[src/rtl/special_queue_pkg.sv]
// Shared definitions for the special queue: the 2-bit operation flag that the
// control block hands to the storage stage, plus small decode helpers so both
// sides interpret the encoding identically.
package special_queue_pkg;

  typedef logic [1:0] flag_t;

  localparam flag_t FLAG_HOLD = 2'b00;
  localparam flag_t FLAG_PUSH = 2'b01;
  localparam flag_t FLAG_POP  = 2'b10;
  localparam flag_t FLAG_BOTH = 2'b11;

  // Bit 0 requests a write, bit 1 requests a read; BOTH is simply the union.
  function automatic logic flag_has_push(flag_t f);
    return f[0];
  endfunction

  function automatic logic flag_has_pop(flag_t f);
    return f[1];
  endfunction

endpackage

[src/rtl/queue_ram.sv]
// Simple dual-port storage array for the special queue.
//   clk    : rising-edge clock
//   rst    : synchronous active-high reset; clears only the read register
//   we     : write enable
//   waddr  : write address
//   wdata  : write data
//   re     : read enable; rdata updates only on a read
//   raddr  : read address
//   rdata  : registered read data, holds between reads
// On a same-edge read/write to one address the read returns the old word.
module queue_ram #(
  parameter int DATA_W = 8,
  parameter int ADDR_W = 4
) (
  input  logic              clk,
  input  logic              rst,
  input  logic              we,
  input  logic [ADDR_W-1:0] waddr,
  input  logic [DATA_W-1:0] wdata,
  input  logic              re,
  input  logic [ADDR_W-1:0] raddr,
  output logic [DATA_W-1:0] rdata
);

  localparam int Words = 1 << ADDR_W;

  logic [DATA_W-1:0] mem [Words];
  logic [DATA_W-1:0] rdata_q;

  // Array contents are deliberately not reset.
  always_ff @(posedge clk) begin
    if (we) begin
      mem[waddr] <= wdata;
    end
  end

  // Non-blocking semantics give read-before-write on a collision.
  always_ff @(posedge clk) begin
    if (rst) begin
      rdata_q <= '0;
    end else if (re) begin
      rdata_q <= mem[raddr];
    end
  end

  assign rdata = rdata_q;

endmodule

[src/rtl/queue_storage.sv]
// Storage/pointer stage of the special queue. Executes the operation flag from
// the control block (hold / push / pop / push+pop) on a circular buffer and
// returns registered full/empty so the control loop has no combinational path.
//   clk        : rising-edge clock
//   rst        : synchronous active-high reset
//   flag       : operation, see special_queue_pkg encodings
//   din        : write data, sampled on push edges
//   dout       : registered popped data, holds between pops
//   dout_valid : one-cycle pulse when dout carries a newly popped word
//   full       : registered, count == DEPTH
//   empty      : registered, count == 0
//   count      : registered occupancy 0..DEPTH
//   ovf_err    : sticky, push while full
//   udf_err    : sticky, pop (or push+pop) while empty
module queue_storage
  import special_queue_pkg::*;
#(
  parameter int DATA_W = 8,
  parameter int DEPTH  = 16,
  parameter int ADDR_W = $clog2(DEPTH)
) (
  input  logic              clk,
  input  logic              rst,
  input  logic [1:0]        flag,
  input  logic [DATA_W-1:0] din,
  output logic [DATA_W-1:0] dout,
  output logic              dout_valid,
  output logic              full,
  output logic              empty,
  output logic [ADDR_W:0]   count,
  output logic              ovf_err,
  output logic              udf_err
);

  localparam logic [ADDR_W:0] CountFull = (ADDR_W+1)'(DEPTH);

  flag_t op;
  assign op = flag_t'(flag);

  logic [ADDR_W-1:0] wr_ptr_q, wr_ptr_d;
  logic [ADDR_W-1:0] rd_ptr_q, rd_ptr_d;
  logic [ADDR_W:0]   count_q, count_d;
  logic              full_q, full_d;
  logic              empty_q, empty_d;
  logic              valid_q, valid_d;
  logic              ovf_q, ovf_d;
  logic              udf_q, udf_d;

  logic push_ok;
  logic pop_ok;
  logic ram_we;
  logic ram_re;

  // A pop frees a slot on the same edge, so push+pop on a full queue still
  // writes. Push+pop on an empty queue degrades to a plain push.
  always_comb begin
    pop_ok  = flag_has_pop(op) && !empty_q;
    push_ok = flag_has_push(op) && (!full_q || pop_ok);
  end

  always_comb begin
    wr_ptr_d = wr_ptr_q;
    rd_ptr_d = rd_ptr_q;
    if (push_ok) begin
      wr_ptr_d = wr_ptr_q + 1'b1;
    end
    if (pop_ok) begin
      rd_ptr_d = rd_ptr_q + 1'b1;
    end

    // count is the sole source of full/empty, so pointer equality never
    // has to be disambiguated.
    count_d = count_q + (ADDR_W+1)'(push_ok) - (ADDR_W+1)'(pop_ok);
    full_d  = (count_d == CountFull);
    empty_d = (count_d == '0);
    valid_d = pop_ok;

    ovf_d = ovf_q | ((op == FLAG_PUSH) && full_q);
    udf_d = udf_q | (flag_has_pop(op) && empty_q);
  end

  always_ff @(posedge clk) begin
    if (rst) begin
      wr_ptr_q <= '0;
      rd_ptr_q <= '0;
      count_q  <= '0;
      full_q   <= 1'b0;
      empty_q  <= 1'b1;
      valid_q  <= 1'b0;
      ovf_q    <= 1'b0;
      udf_q    <= 1'b0;
    end else begin
      wr_ptr_q <= wr_ptr_d;
      rd_ptr_q <= rd_ptr_d;
      count_q  <= count_d;
      full_q   <= full_d;
      empty_q  <= empty_d;
      valid_q  <= valid_d;
      ovf_q    <= ovf_d;
      udf_q    <= udf_d;
    end
  end

  // Reset discards the in-flight op, including its RAM write.
  assign ram_we = push_ok && !rst;
  assign ram_re = pop_ok && !rst;

  queue_ram #(
    .DATA_W(DATA_W),
    .ADDR_W(ADDR_W)
  ) u_ram (
    .clk  (clk),
    .rst  (rst),
    .we   (ram_we),
    .waddr(wr_ptr_q),
    .wdata(din),
    .re   (ram_re),
    .raddr(rd_ptr_q),
    .rdata(dout)
  );

  assign dout_valid = valid_q;
  assign full       = full_q;
  assign empty      = empty_q;
  assign count      = count_q;
  assign ovf_err    = ovf_q;
  assign udf_err    = udf_q;

  a_not_full_and_empty : assert property (@(posedge clk) disable iff (rst) !(full_q && empty_q));
  a_count_in_range : assert property (@(posedge clk) disable iff (rst) count_q <= CountFull);

endmodule
[config.mk]
export PLATFORM = sky130hd
export DESIGN_NAME = queue_storage
export DESIGN_NICKNAME = d
export VERILOG_FILES = /design/src/rtl/special_queue_pkg.sv /design/src/rtl/queue_ram.sv /design/src/rtl/queue_storage.sv
export SDC_FILE = /design/constraint.sdc
export NUM_CORES = 1
export LEC_CHECK = 0
export CORE_MARGIN = 1
export CORE_UTILIZATION = 36
export CTS_CLUSTER_DIAMETER = 60
export DETAILED_ROUTE_END_ITERATION = 8
export PLACE_DENSITY = 0.58
export SYNTH_ARGS = -nofsm -noshare
export SYNTH_HDL_FRONTEND = slang
export SYNTH_SLANG_ARGS = --single-unit
[constraint.sdc]
create_clock -name clk -period 4.6 [get_ports clk]
set_input_delay 1.38 -clock clk [delete_from_list [all_inputs] [get_ports clk]]
set_output_delay 1.38 -clock clk [all_outputs]
set_load 0.005 [all_outputs]
**After elaboration in Yosys (flattened, before gate mapping)**

Memories as Yosys holds them, arrays and structs flattened. A register that Yosys moved wholly into a read port is not among the register bits.
Index checks and enable logic that the tools add are counted.

- RAM bits: 128
- ROM bits: 0
- Input bits: 12
- Flip-flop bits (word level): 18
- Memories: 1
- Bits in latches: 0
- Word-level logic and storage cells: 30

- Reduce and logical (&&, ||, !) cells: 11
- Add/sub/neg operators: 4
- Shift-type cells: 0
- $lt $le $gt $ge: 0
- Bitwise gates (word level): 2
- Muxes and demuxes: 2
- Divide/modulo/power cells: 0
- Equality and inequality tests: 2
- $mul: 0

Memories:

| name | depth | bits a word | read ports | clocked after memory_dff | write ports | line | source |
|---|---|---|---|---|---|---|---|
| u_ram.mem | 16 | 8 | 1 | 1 | 1 | queue_ram.sv:27 | `logic [DATA_W-1:0] mem [Words];` |

Operators by type and width:

| cell | count |
|---|---|
| $add 4x1->4 const B | 2 |
| $logic_and 1x1->1 | 6 |
| $add 5x1->5 | 1 |
| $eq 5x5->1 const B | 1 |
| $logic_not 5->1 | 1 |
| $sub 5x1->5 | 1 |
| $logic_not 1->1 | 3 |
| $eq 2x1->1 const B | 1 |
| $mux 1 | 2 |
| $or 1x1->1 | 2 |
| $logic_or 1x1->1 | 1 |

**Longest topological paths before layout**

- Word-level depth: 7
- Depth in mapped cells: 13
- Mapped depth without buffers: 12

**By module**

From an unflattened synthesis, not the netlist that was laid out.

- Cells, all modules: 406
- Area, all modules: 6163.4 sq um

By module, submodules not included:

| module | seq. area each (sq um) | times used | area an instance (sq um) | cells each |
|---|---|---|---|---|
| queue_ram | 4003.8 | 1 | 5343.9 | 316 |
| queue_storage | 360.3 | 1 | 819.5 | 90 |

**Worst setup path after synthesis**

Ideal clock, no wire load.

- Path type: input to register
- Start point: input flag[1]
- End point: register full_q (netlist: full)
- Stages on the path: 12
- Data arrival time: 3720 ps
- Path slack: 777 ps
- Cells stage by stage: nand2b_1 buf_2 a21oi_1 inv_1 ha_1 inv_1 ha_1 inv_1 fa_1 xnor2_1 or3b_2 a2111oi_2

- Word-level cells in the longest chain between the ends: 6

Ends and longest elaborated chain:

| element | line | source |
|---|---|---|
| from (decl) | queue_storage.sv:24 | `input logic [1:0] flag,` |
| $logic_and 1x1->1 * | queue_storage.sv:57 | `pop_ok = flag_has_pop(op) && !empty_q;` |
| $logic_or 1x1->1 | queue_storage.sv:58 | `push_ok = flag_has_push(op) && (!full_q \|\| pop_ok);` |
| $logic_and 1x1->1 | queue_storage.sv:58 |  |
| $add 5x1->5 | queue_storage.sv:73 | `count_d = count_q + (ADDR_W+1)'(push_ok) - (ADDR_W+1)'(pop_ok);` |
| $sub 5x1->5 * | queue_storage.sv:73 |  |
| $eq 5x5->1 * | queue_storage.sv:74 | `full_d = (count_d == CountFull);` |
| to (signal assigned) | queue_storage.sv:96 | `full_q <= full_d;` |
| to (decl) | queue_storage.sv:43 | `logic full_q, full_d;` |

Mark *: on every way between the ends. The rest lies on a longest branch, timed or not.
A chain may end at the register's enable or synchronous reset.

**Worst setup path in the final report**

Same ends and word-level chain as after synthesis.

==> results.yml <==
sta:
  setup_viol: 0
  holdWs_ps: 476
  rsz0062_at_grt: "no"
  fin_tns_setup_ps: 0
  slew_violations: 0
  fmax_ghz: 0.263
  worst_pin_slew_ps: 1020
  hold_viol: 0
  skew_ps: 14.5
  period_share_pct: 82.5
  relSlewSlack_pct: 31.9
  final.min_clock_period_ps: 3800
layout:
  mostFrequentLayoutCells: "128 x edfxtp_1, 36 x mux2i_1, 29 x clkdlybuf4s50_1"
  syn2layout_area_growth_pct: 19.6
  multi_input_area_mm2: 0.00165
  seq_area_mm2: 0.00437
  final_common_cell: "edfxtp_1"
  n_fill_cell: 1428
  final_cells: 647
  nets: 437
  antenna_cells: 0
  post_route_cells_drive_above_1_share_pct: 15.0
yosys:
  ys_ff_latch: 154
  netlist_area_mm2: 0.00616
  synth.distinct_cells: 41
  async_reset_ff_share_pct: 0
  synth_area_leaders: "edfxtp_1 62%, dfxtp_1 8.4%, mux2i_1 5.8%, mux4_1 5.1%, mux4_2 2.2%"
  yosysTopAreaCell: "edfxtp_1"
  ys.flop_type: "edfxtp_1"
  ys_seq_area_share_pct: 70.8
  synthesis.nets: 383
  synth_edf_count: 128
  synth_top_area_share_pct: 62.4
  syn_area_per_cell_um2: 17.1
  ys_warn_count: 0
  syn_inst: 360
floorplan:
  die_h_um: 133
  die-area_mm2: 0.0176
  core_region_area_mm2: 0.0166
  row_count: 47
  io_pins: 30
  die_width_um: 133
  start_util_pct: 37.0
place:
  dp.cells: 615
  gp_congestion: 0.728
  hpwlAfterDp_um: 7650
  portBuffers: 29
critical_path:
  start_kind: "input port"
  crit_end: "full$_SDFF_PP0_"
  timing.rr.start: "empty$_SDFF_PP1_"
  worstSetupEndpointType: "register"
  path_max_fanout: 4
  cp.arrival_ps: 4120
  path_class: "in2reg"
  cp.required_ps: 4920
  rr_worst_depth: 11
  r2r_setup_slack_ps: 1850
  r2r-end: "full$_SDFF_PP0_"
  critPathLaunch: "flag[1]"
clocking:
  clk_pin_slew_ps: 60
  post_cts_resized: 0
  root_buffer: "clkbuf_16"
  htreeDepth: 4
  tritoncts: "yes"
  ctsHoldBuffers: 0
  clk_latency_ps: 430
  clockBufferDepth: 2
  clock_sink_count: 154
  postCtsSetupRepairBufs: 0
  cts_inserted_buffers: 17
route:
  vias: 3271
  drc_errors: 0
  ant_nets: 0
  wl_per_cell_um: 19.0
  wl_um: 12300
  drtIter0Drc: 212
  first_pass_iters: 5
  post_drt_via_cell_ratio: 5.06
run_status:
  status: "completed"
run:
  cap_violations: 0
hold_path:
  hp-class: "reg2reg"
  min_path_cells: 2
global_route:
  overflow: 0
  grt_max_degree: 32
  grt_pass1_wl_um: 18900
  grt_usage_pct: 14.8
  grt_pass1_vias: 3355
  antenna_found_initial: 0
power_and_ir_drop:
  ir_drop_uv: 193
  p_per_area_mw_per_mm2: 486
  leakagePower_uw: 0.00238
  total_power_uw: 3580
==> area by class of cell <==
type | count | share of cell area [%]
Clock buffer | 19 | 5.87
Clock inverter | 13 | 1.95
Inverter | 13 | 0.662
Multi-Input combinational cell | 177 | 22.4
Sequential cell | 154 | 59.2
Tap cell | 220 | 3.73
Timing Repair Buffer | 51 | 6.18
==> logic make-up after synthesis <==
family | Yosys count | share of synthesized area, %
DFF | 154 | 70.8
and+or+nand+nor | 57 | 4.51
muxes | 56 | 13.5
buffers and inverters | 29 | 2.42
adders and majority gates | 11 | 2.35
xor gates and xnor gates | 10 | 1.42
AOI/OAI and AO/OA | 43 | 4.97
==> registers in the layout, summed over array words and instances, names as in the netlist <==
register     cells
count            5
udf_err          1
u_ram.rdata      8
wr_ptr_q         4
full             1
empty            1
ovf_err          1
u_ram.mem      128
rd_ptr_q         4
dout_valid       1
==> critical path, stage by stage <==
cell	delay, ps
clkdlybuf4s50_1	510
nand2b_1	80
a21oi_1	180
inv_1	70
ha_1	290
inv_1	60
ha_1	150
inv_1	50
fa_1	400
xnor2_1	170
or3b_2	460
a2111oi_2	320
==> per-stage QoR <==
step | setup slack (ps) | utilization (%) | cell area (µm²)
final | 803 | 44.3 | 7370
after floorplan | 777 | - | 6160
after detailed placement | 334 | 40.8 | 6800
after global routing | 602 | 44.3 | 7370
after global placement | 399 | 40.8 | 6800
after CTS | 787 | 44.3 | 7370
==> power by group <==
part / switching (µW) / internal, µW / leakage (µW) / total (µW)
sequential: 62.9 / 1580 / 0.00137 / 1640
combinational: 284 / 306 / 0.000750 / 590
clock: 553 / 802 / 0.000267 / 1350
==> cell usage after synthesis, types with 4 or more instances <==
library cell and n:
xor2_1 4, nor3_1 4, a21oi_1 6, mux4_1 12, mux4_2 6, a22oi_1 14, xnor2_1 6, mux2i_1 36
o21ai_0 8, ha_1 10, inv_1 13, a32oi_1 7, buf_2 5, edfxtp_1 128, nand2_1 11, nor2_1 26
dfxtp_1 26
==> worst min path at each step <==
stage	start	to	slack (ps)
3_3_place_gp	udf_err$_SDFF_PP0_	udf_err$_SDFF_PP0_	450
3_5_place_dp	udf_err$_SDFF_PP0_	udf_err$_SDFF_PP0_	470
4_1_cts	udf_err$_SDFF_PP0_	udf_err$_SDFF_PP0_	490
6_report	udf_err$_SDFF_PP0_	udf_err$_SDFF_PP0_	480
5_1_grt	ovf_err$_SDFF_PP0_	ovf_err$_SDFF_PP0_	510
2_1_floorplan	u_ram.rdata[4]$_SDFFE_PP0P_	u_ram.rdata[4]$_SDFFE_PP0P_	460
==> metal layers <==
metal,track usage (%),routed length [µm],vias to the layer above
li1,-,-,1520
met1,18.3,5460,1657
met2,24.5,6140,79
met3,3.75,531,15
met4,6.51,175,0
met5,0,0,-
Note: power is estimated with default switching activity, not from simulation.
